[src/rtl/imem_boot_loader_if.sv]
// ---------------------------------------------------------------------------
// imem_boot_loader_if
//
// Bundles the byte-stream input, the instruction-memory write port and the
// load status / processor reset outputs of the boot loader.
//
//   slave  modport : the loader's view (consumes bytes, drives memory/status)
//   master modport : the environment's view (supplies bytes, observes writes)
//
// Signals:
//   rx_data    [7:0]            incoming image byte
//   rx_valid                    rx_data valid
//   rx_ready                    loader accepts byte this cycle
//   restart                     one-cycle pulse, leaves DONE/ERROR
//   imem_we                     instruction-memory write strobe
//   imem_addr  [ADDR_WIDTH-1:0] word address for write
//   imem_wdata [31:0]           assembled little-endian word
//   cpu_rst_n                   processor reset, active-low
//   load_done                   image loaded and checksum matched
//   load_error                  checksum mismatch or oversize length
//   word_count [ADDR_WIDTH:0]   words written in current/last load
// ---------------------------------------------------------------------------
interface imem_boot_loader_if #(
   parameter int ADDR_WIDTH = 10
);

   logic [7:0]            rx_data;
   logic                  rx_valid;
   logic                  rx_ready;
   logic                  restart;
   logic                  imem_we;
   logic [ADDR_WIDTH-1:0] imem_addr;
   logic [31:0]           imem_wdata;
   logic                  cpu_rst_n;
   logic                  load_done;
   logic                  load_error;
   logic [ADDR_WIDTH:0]   word_count;

   modport slave (
      input  rx_data,
      input  rx_valid,
      input  restart,
      output rx_ready,
      output imem_we,
      output imem_addr,
      output imem_wdata,
      output cpu_rst_n,
      output load_done,
      output load_error,
      output word_count
   );

   modport master (
      output rx_data,
      output rx_valid,
      output restart,
      input  rx_ready,
      input  imem_we,
      input  imem_addr,
      input  imem_wdata,
      input  cpu_rst_n,
      input  load_done,
      input  load_error,
      input  word_count
   );

endinterface

[src/rtl/imem_boot_loader.sv]
// ---------------------------------------------------------------------------
// imem_boot_loader
//
// Receives a framed program image as a byte stream, assembles little-endian
// 32-bit words and writes them into the instruction memory of the RV32I core.
// The core is held in reset (cpu_rst_n low) until a complete image whose
// XOR checksum matches has been loaded.
//
// Frame: SYNC_BYTE, LEN_LO, LEN_HI, N*4 payload bytes (LSB first), CSUM,
// where CSUM is the XOR of the payload bytes only.
//
// Ports:
//   clk  rising-edge system clock
//   rst  asynchronous active-high reset
//   bus  imem_boot_loader_if.slave: rx_data/rx_valid/rx_ready byte stream,
//        restart pulse, imem_we/imem_addr/imem_wdata memory write port,
//        cpu_rst_n, load_done, load_error, word_count status
// ---------------------------------------------------------------------------
module imem_boot_loader #(
   parameter int         ADDR_WIDTH = 10,
   parameter logic [7:0] SYNC_BYTE  = 8'hA5
) (
   input  logic                 clk,
   input  logic                 rst,
   imem_boot_loader_if.slave    bus
);

   localparam int          CW       = ADDR_WIDTH + 1;
   localparam logic [31:0] CAPACITY = 32'd1 << ADDR_WIDTH;

   typedef enum logic [2:0] {
      IDLE,
      LEN0,
      LEN1,
      DATA,
      CSUM,
      DONE,
      ERROR
   } state_t;

   state_t                state;
   state_t                next_state;

   logic                  rx_ready_int;
   logic                  accept;
   logic                  restart_hit;

   logic [7:0]            len_lo;
   logic [15:0]           len;
   logic [15:0]           len_full;
   logic                  len_too_big;
   logic                  last_word;
   logic                  csum_match;

   logic [1:0]            lane;
   logic [23:0]           word_buf;
   logic [7:0]            csum;
   logic [CW-1:0]         word_count_q;

   logic                  imem_we_q;
   logic [ADDR_WIDTH-1:0] imem_addr_q;
   logic [31:0]           imem_wdata_q;
   logic                  cpu_rst_n_q;
   logic                  load_done_q;
   logic                  load_error_q;

   // Decisions shared by the FSM and the datapath. The length bound is
   // compared in 32 bits so any ADDR_WIDTH works against the 16-bit count.
   // The word index is word_count itself, so the last word is the one whose
   // lane 3 arrives when word_count + 1 reaches N.
   assign len_full    = {bus.rx_data, len_lo};
   assign len_too_big = 32'(len_full) > CAPACITY;
   assign last_word   = (32'(word_count_q) + 32'd1) == 32'(len);
   assign csum_match  = (bus.rx_data == csum);
   assign restart_hit = bus.restart && ((state == DONE) || (state == ERROR));

   // State register.
   always_ff @(posedge clk or posedge rst) begin
      if (rst) begin
         state <= IDLE;
      end else begin
         state <= next_state;
      end
   end

   // Next-state logic. Every transition except restart is driven by an
   // accepted byte; DONE and ERROR stay put until restart.
   always_comb begin
      next_state = state;
      case (state)
         IDLE: begin
            if (accept && (bus.rx_data == SYNC_BYTE)) begin
               next_state = LEN0;
            end
         end
         LEN0: begin
            if (accept) begin
               next_state = LEN1;
            end
         end
         LEN1: begin
            if (accept) begin
               if (len_too_big) begin
                  next_state = ERROR;
               end else if (len_full == 16'd0) begin
                  next_state = CSUM;
               end else begin
                  next_state = DATA;
               end
            end
         end
         DATA: begin
            if (accept && (lane == 2'd3) && last_word) begin
               next_state = CSUM;
            end
         end
         CSUM: begin
            if (accept) begin
               next_state = csum_match ? DONE : ERROR;
            end
         end
         DONE, ERROR: begin
            if (bus.restart) begin
               next_state = IDLE;
            end
         end
         default: begin
            next_state = IDLE;
         end
      endcase
   end

   // Output logic. The loader never stalls while it is consuming a frame,
   // so rx_ready only depends on the state; it is also forced low while
   // reset is held so no byte is taken during the reset pulse.
   always_comb begin
      rx_ready_int = 1'b0;
      if (!rst) begin
         case (state)
            IDLE, LEN0, LEN1, DATA, CSUM: rx_ready_int = 1'b1;
            default:                      rx_ready_int = 1'b0;
         endcase
      end
      accept = bus.rx_valid && rx_ready_int;
   end

   // Byte datapath: length capture, lane assembly, running checksum and the
   // registered memory write. The write strobe is a one-cycle pulse issued
   // the cycle after lane 3 is taken, and word_count advances with it so it
   // always equals the number of words already written.
   always_ff @(posedge clk or posedge rst) begin
      if (rst) begin
         len_lo       <= 8'd0;
         len          <= 16'd0;
         lane         <= 2'd0;
         word_buf     <= 24'd0;
         csum         <= 8'd0;
         word_count_q <= '0;
         imem_we_q    <= 1'b0;
         imem_addr_q  <= '0;
         imem_wdata_q <= 32'd0;
      end else begin
         imem_we_q <= 1'b0;
         if (restart_hit) begin
            lane         <= 2'd0;
            csum         <= 8'd0;
            word_count_q <= '0;
         end else if (accept) begin
            case (state)
               LEN0: begin
                  len_lo <= bus.rx_data;
               end
               LEN1: begin
                  len <= len_full;
               end
               DATA: begin
                  csum <= csum ^ bus.rx_data;
                  lane <= lane + 2'd1;
                  case (lane)
                     2'd0: word_buf[7:0]   <= bus.rx_data;
                     2'd1: word_buf[15:8]  <= bus.rx_data;
                     2'd2: word_buf[23:16] <= bus.rx_data;
                     default: begin
                        imem_we_q    <= 1'b1;
                        imem_addr_q  <= word_count_q[ADDR_WIDTH-1:0];
                        imem_wdata_q <= {bus.rx_data, word_buf};
                        word_count_q <= word_count_q + 1'b1;
                     end
                  endcase
               end
               default: begin
               end
            endcase
         end
      end
   end

   // Status flags are registered from the next state so that cpu_rst_n is
   // a clean flop output and rises exactly one cycle after the matching
   // checksum byte, and falls one cycle after restart.
   always_ff @(posedge clk or posedge rst) begin
      if (rst) begin
         cpu_rst_n_q  <= 1'b0;
         load_done_q  <= 1'b0;
         load_error_q <= 1'b0;
      end else begin
         cpu_rst_n_q  <= (next_state == DONE);
         load_done_q  <= (next_state == DONE);
         load_error_q <= (next_state == ERROR);
      end
   end

   assign bus.rx_ready   = rx_ready_int;
   assign bus.imem_we    = imem_we_q;
   assign bus.imem_addr  = imem_addr_q;
   assign bus.imem_wdata = imem_wdata_q;
   assign bus.cpu_rst_n  = cpu_rst_n_q;
   assign bus.load_done  = load_done_q;
   assign bus.load_error = load_error_q;
   assign bus.word_count = word_count_q;

endmodule

[src/flat_wrapper.sv]
// flat-port wrapper written by rule: the top's interface ports become plain ports
module imem_boot_loader_flat 
#(
   parameter int         ADDR_WIDTH = 10,
   parameter logic [7:0] SYNC_BYTE  = 8'hA5
)
  (clk, rst, bus_rx_data, bus_rx_valid, bus_restart, bus_rx_ready, bus_imem_we, bus_imem_addr, bus_imem_wdata, bus_cpu_rst_n, bus_load_done, bus_load_error, bus_word_count);
  imem_boot_loader_if #(.ADDR_WIDTH(ADDR_WIDTH)) bus_i ();
  input  logic clk;
  input  logic rst;
  input wire logic [$bits(bus_i.rx_data)-1:0] bus_rx_data;
  input wire logic [$bits(bus_i.rx_valid)-1:0] bus_rx_valid;
  input wire logic [$bits(bus_i.restart)-1:0] bus_restart;
  output wire logic [$bits(bus_i.rx_ready)-1:0] bus_rx_ready;
  output wire logic [$bits(bus_i.imem_we)-1:0] bus_imem_we;
  output wire logic [$bits(bus_i.imem_addr)-1:0] bus_imem_addr;
  output wire logic [$bits(bus_i.imem_wdata)-1:0] bus_imem_wdata;
  output wire logic [$bits(bus_i.cpu_rst_n)-1:0] bus_cpu_rst_n;
  output wire logic [$bits(bus_i.load_done)-1:0] bus_load_done;
  output wire logic [$bits(bus_i.load_error)-1:0] bus_load_error;
  output wire logic [$bits(bus_i.word_count)-1:0] bus_word_count;
  assign bus_i.rx_data = bus_rx_data;
  assign bus_i.rx_valid = bus_rx_valid;
  assign bus_i.restart = bus_restart;
  assign bus_rx_ready = bus_i.rx_ready;
  assign bus_imem_we = bus_i.imem_we;
  assign bus_imem_addr = bus_i.imem_addr;
  assign bus_imem_wdata = bus_i.imem_wdata;
  assign bus_cpu_rst_n = bus_i.cpu_rst_n;
  assign bus_load_done = bus_i.load_done;
  assign bus_load_error = bus_i.load_error;
  assign bus_word_count = bus_i.word_count;
  imem_boot_loader #(.ADDR_WIDTH(ADDR_WIDTH), .SYNC_BYTE(SYNC_BYTE)) u_core (.clk(clk), .rst(rst), .bus(bus_i));
endmodule
[config.mk]
export PLATFORM = sky130hd
export DESIGN_NAME = imem_boot_loader_flat
export DESIGN_NICKNAME = d
export VERILOG_FILES = /design/src/rtl/imem_boot_loader_if.sv /design/src/rtl/imem_boot_loader.sv /design/src/flat_wrapper.sv
export SDC_FILE = /design/constraint.sdc
export NUM_CORES = 1
export LEC_CHECK = 0
export ABC_CLOCK_PERIOD_IN_PS = 9600
export CAP_MARGIN = 20
export CORE_UTILIZATION = 45
export CTS_CLUSTER_SIZE = 28
export DETAILED_ROUTE_END_ITERATION = 10
export MAX_ROUTING_LAYER = met4
export PLACE_DENSITY = 0.67
export SYNTH_ARGS = -nofsm -noshare
export SYNTH_HDL_FRONTEND = slang
export SYNTH_SLANG_ARGS = --single-unit
[constraint.sdc]
create_clock -name clk -period 9.6 [get_ports clk]
set_clock_uncertainty 0.15 [all_clocks]
set_input_delay 0.96 -clock clk [delete_from_list [all_inputs] [get_ports clk]]
set_output_delay 0.96 -clock clk [all_outputs]
set_load 0.01 [all_outputs]
==> flow_summary.toml <==
[finish]
nets = 603
stdcell_area_um2 = 6820
multi_input_area_um2 = 2280
nFillCells = 985
final_cell_mix = "154 x nand2_1, 117 x dfrtp_1, 69 x clkdlybuf4s50_1"
fin_cells = 741
area_growth_pct = 27.4
drive_gt1_share_pct = 16.1
seqCellArea_um2 = 2930
mostFrequentLayoutCell = "nand2_1"
diodes = 0
fin_util_pct = 59.2

[worst_setup_path]
crit_fanout = 18
critPathKind = "input pin to flip-flop"
critPathMaxStageDelay_ns = 0.66
worstSetupEndpointType = "flip-flop"
arrival_ns = 3.44
path_delay_family = "simple AND/OR/NAND/NOR gates"
worst-path-stages = 7
worstPathRequired_ns = 9.73
start_kind = "input pin"
worstPathCellList = "clkdlybuf4s50_1, nor3b_1, nand2_1, a211oi_1, nor4_1, nand2_1, a211oi_2"
reg2reg_depth = 7
cp_common_cell = "nand2_1"
slowest_stage = "nand2_1"
cp_num_buf_inv = 1

[grt]
grt_pass1_vias = 4070
grtUsageTotal_pct = 22.4
grt_pass1_wl_mm = 20.7
grt_overflow = 0
grt_antenna_before_repair = 0
grt_start_max_net_pins = 69

[floorplanning]
die_area_um2 = 12300
die_y_um = 111
initial_utilization_pct = 46.5
die_x_um = 111
io_pins = 70
core_area_um2 = 11500
rows = 39

[detailed_routing]
vias_per_cell = 5.40
vias = 4001
final_antenna_net_count = 0
drtPass1Iterations = 8
wl_per_cell_um = 16.4
wl_mm = 12.2
drc = 13
drt_iter0_markers = 231

[cts]
hold_buffers = 0
clk_pin_slew_worst_paths_ns = 0.06
htree_levels = 4
clk_latency_ns = 0.41
cts_root_buffer = "clkbuf_16"
cts_tree = "done"
cts_buffers = 17
clock_path_buffers = 2
clock-sinks = 117
post-cts-setup-buffers = 0
cts.repair.resized = 0

[synthesis]
ys_seq_area_share_pct = 54.7
synth_nets = 541
ys_types = 52
syn-instance-count = 523
synth_edf_count = 0
syn_area_per_cell_um2 = 10.2
netlist.top_cell.by_area = "dfrtp_1"
synth_flop_cell = "dfrtp_1"
synth_seq_cells = 117
synthArstFlopShare_pct = 100
synth_top_area_share_pct = 54.7
synth.top_cells.by_area = "dfrtp_1 55%, nand2_1 11%, mux2_2 10%, o21ai_0 3.1%, clkbuf_1 1.9%"
syn_area_um2 = 5350
yosys_warnings = 0

[placed_design]
place_congestion = 0.814
port_buffers = 69
dp_slack_ns = 5.94
dp.cells = 709
dpl.hpwl_mm = 7.78
postPlaceCellArea_um2 = 6130

[run_status]
violations = "design-rule violations"
outcome = "complete, but fails checks"

[timing]
maxSlewViolCount = 0
hold_viol_final = 0
fmax_ghz = 0.302
setup_tns_ns = 0
min_period_ns = 3.31
worstMarginPinSlew_ns = 0.837
setup_viol = 0
worst_slack_ns = 6.29
max-slew-margin-rel_pct = 44.2
post-route-period-util_pct = 34.4
rsz0062_at_grt = "false"
whs_ns = 0.313

[power]
p_comb_share_pct = 23.1
switching_share_pct = 27.4
p_int_mw = 1.43
powerDensity_nw_per_um2 = 290
pwr-share-seq_pct = 39.8
power.switching_mw = 0.540
power_frac_clock_pct = 37.0
leakagePower_nw = 3.16
fin_total_pwr_mw = 1.97
vdd_ir_drop_max_uv = 188

[worst_hold_path]
hold_path_depth = 2
hp-class = "flip-flop to flip-flop"

[run]
cap_violations = 0
[worst paths after layout]
kind / from / to / slack, ns
setup / recovery: rst / u_core.bus.load_error / 6.29
hold / removal: u_core.word_buf[21] / u_core.bus.imem_wdata[21] / 0.31
setup reg to reg: u_core.bus.word_count[0] / u_core.state[1] / 6.52
hold reg to reg: u_core.word_buf[21] / u_core.bus.imem_wdata[21] / 0.31
max in group asynchronous: rst / u_core.bus.imem_wdata[17] / 7.10
min in group asynchronous: rst / u_core.bus.imem_wdata[30] / 0.93
[metal layers]
metal  part of all wire (%)  global-route usage (%)  vias to the layer above
met5                      0                       -                        -
li1                       -                       -                     1881
met1                     47                    29.1                     1986
met3                    4.8                    5.41                       12
met2                     47                    34.7                      122
met4                    1.2                    7.12                        0
[logic make-up after synthesis]
group           after synthesis  synth area share [%]
flops                       117                  54.7
compound gates               58                  6.85
xor+xnor                     21                  4.09
simple gates                235                  19.8
mux                          49                  10.3
fa+ha+maj                     6                  1.40
buf+inv                      37                  2.81
[power by group through the flow]
stage	Combinational, mW	Clock, mW	Sequential (mW)
global route	0.505	0.767	0.810
floorplan	0.267	0	0.784
detailed placement	0.458	0	0.790
finish	0.457	0.731	0.787
global placement	0.444	0	0.785
CTS	0.462	0.741	0.785
[worst min-delay path, cell delays in order (launching register included)]
cell and delay (ns):
dfrtp_1 0.34, nand2_1 0.05, nand2_1 0.05
[state kept, by name, indices dropped and copies added, names as in the netlist]
| register | flops |
|---|---|
| u_core.bus.word_count | 11 |
| u_core.len_lo | 8 |
| u_core.len | 16 |
| u_core.bus.imem_wdata | 32 |
| u_core.bus.imem_we | 1 |
| u_core.csum | 8 |
| u_core.bus.load_error | 1 |
| u_core.word_buf | 24 |
| u_core.bus.cpu_rst_n | 1 |
| u_core.lane | 2 |
| u_core.bus.imem_addr | 10 |
| u_core.state | 3 |
[final cells by class]
class,count,share of cell area (%)
multi-input cells,369,33.4
well taps,143,2.62
clock buffers,24,7.21
flip-flops and latches,117,42.9
clock inverters,8,2.83
repair buffers,73,10.6
inverters,7,0.422
[synthesized netlist by cell type, types with 2 or more instances]
library cell	n
a21oi_1	6
and2_1	3
clkbuf_1	27
dfrtp_1	117
ha_1	6
inv_1	7
mux2_2	49
nand2_1	154
nand2b_1	5
nand3_1	10
nand4_1	6
nor2_1	18
nor2b_1	4
nor3_1	6
nor3b_1	4
nor4_1	4
o211ai_1	2
o21a_1	2
o21ai_0	33
o31ai_1	4
or2_1	2
or3_1	6
or4_1	2
xnor2_1	9
xor2_1	10
Note: power is estimated with default switching activity, not from simulation.
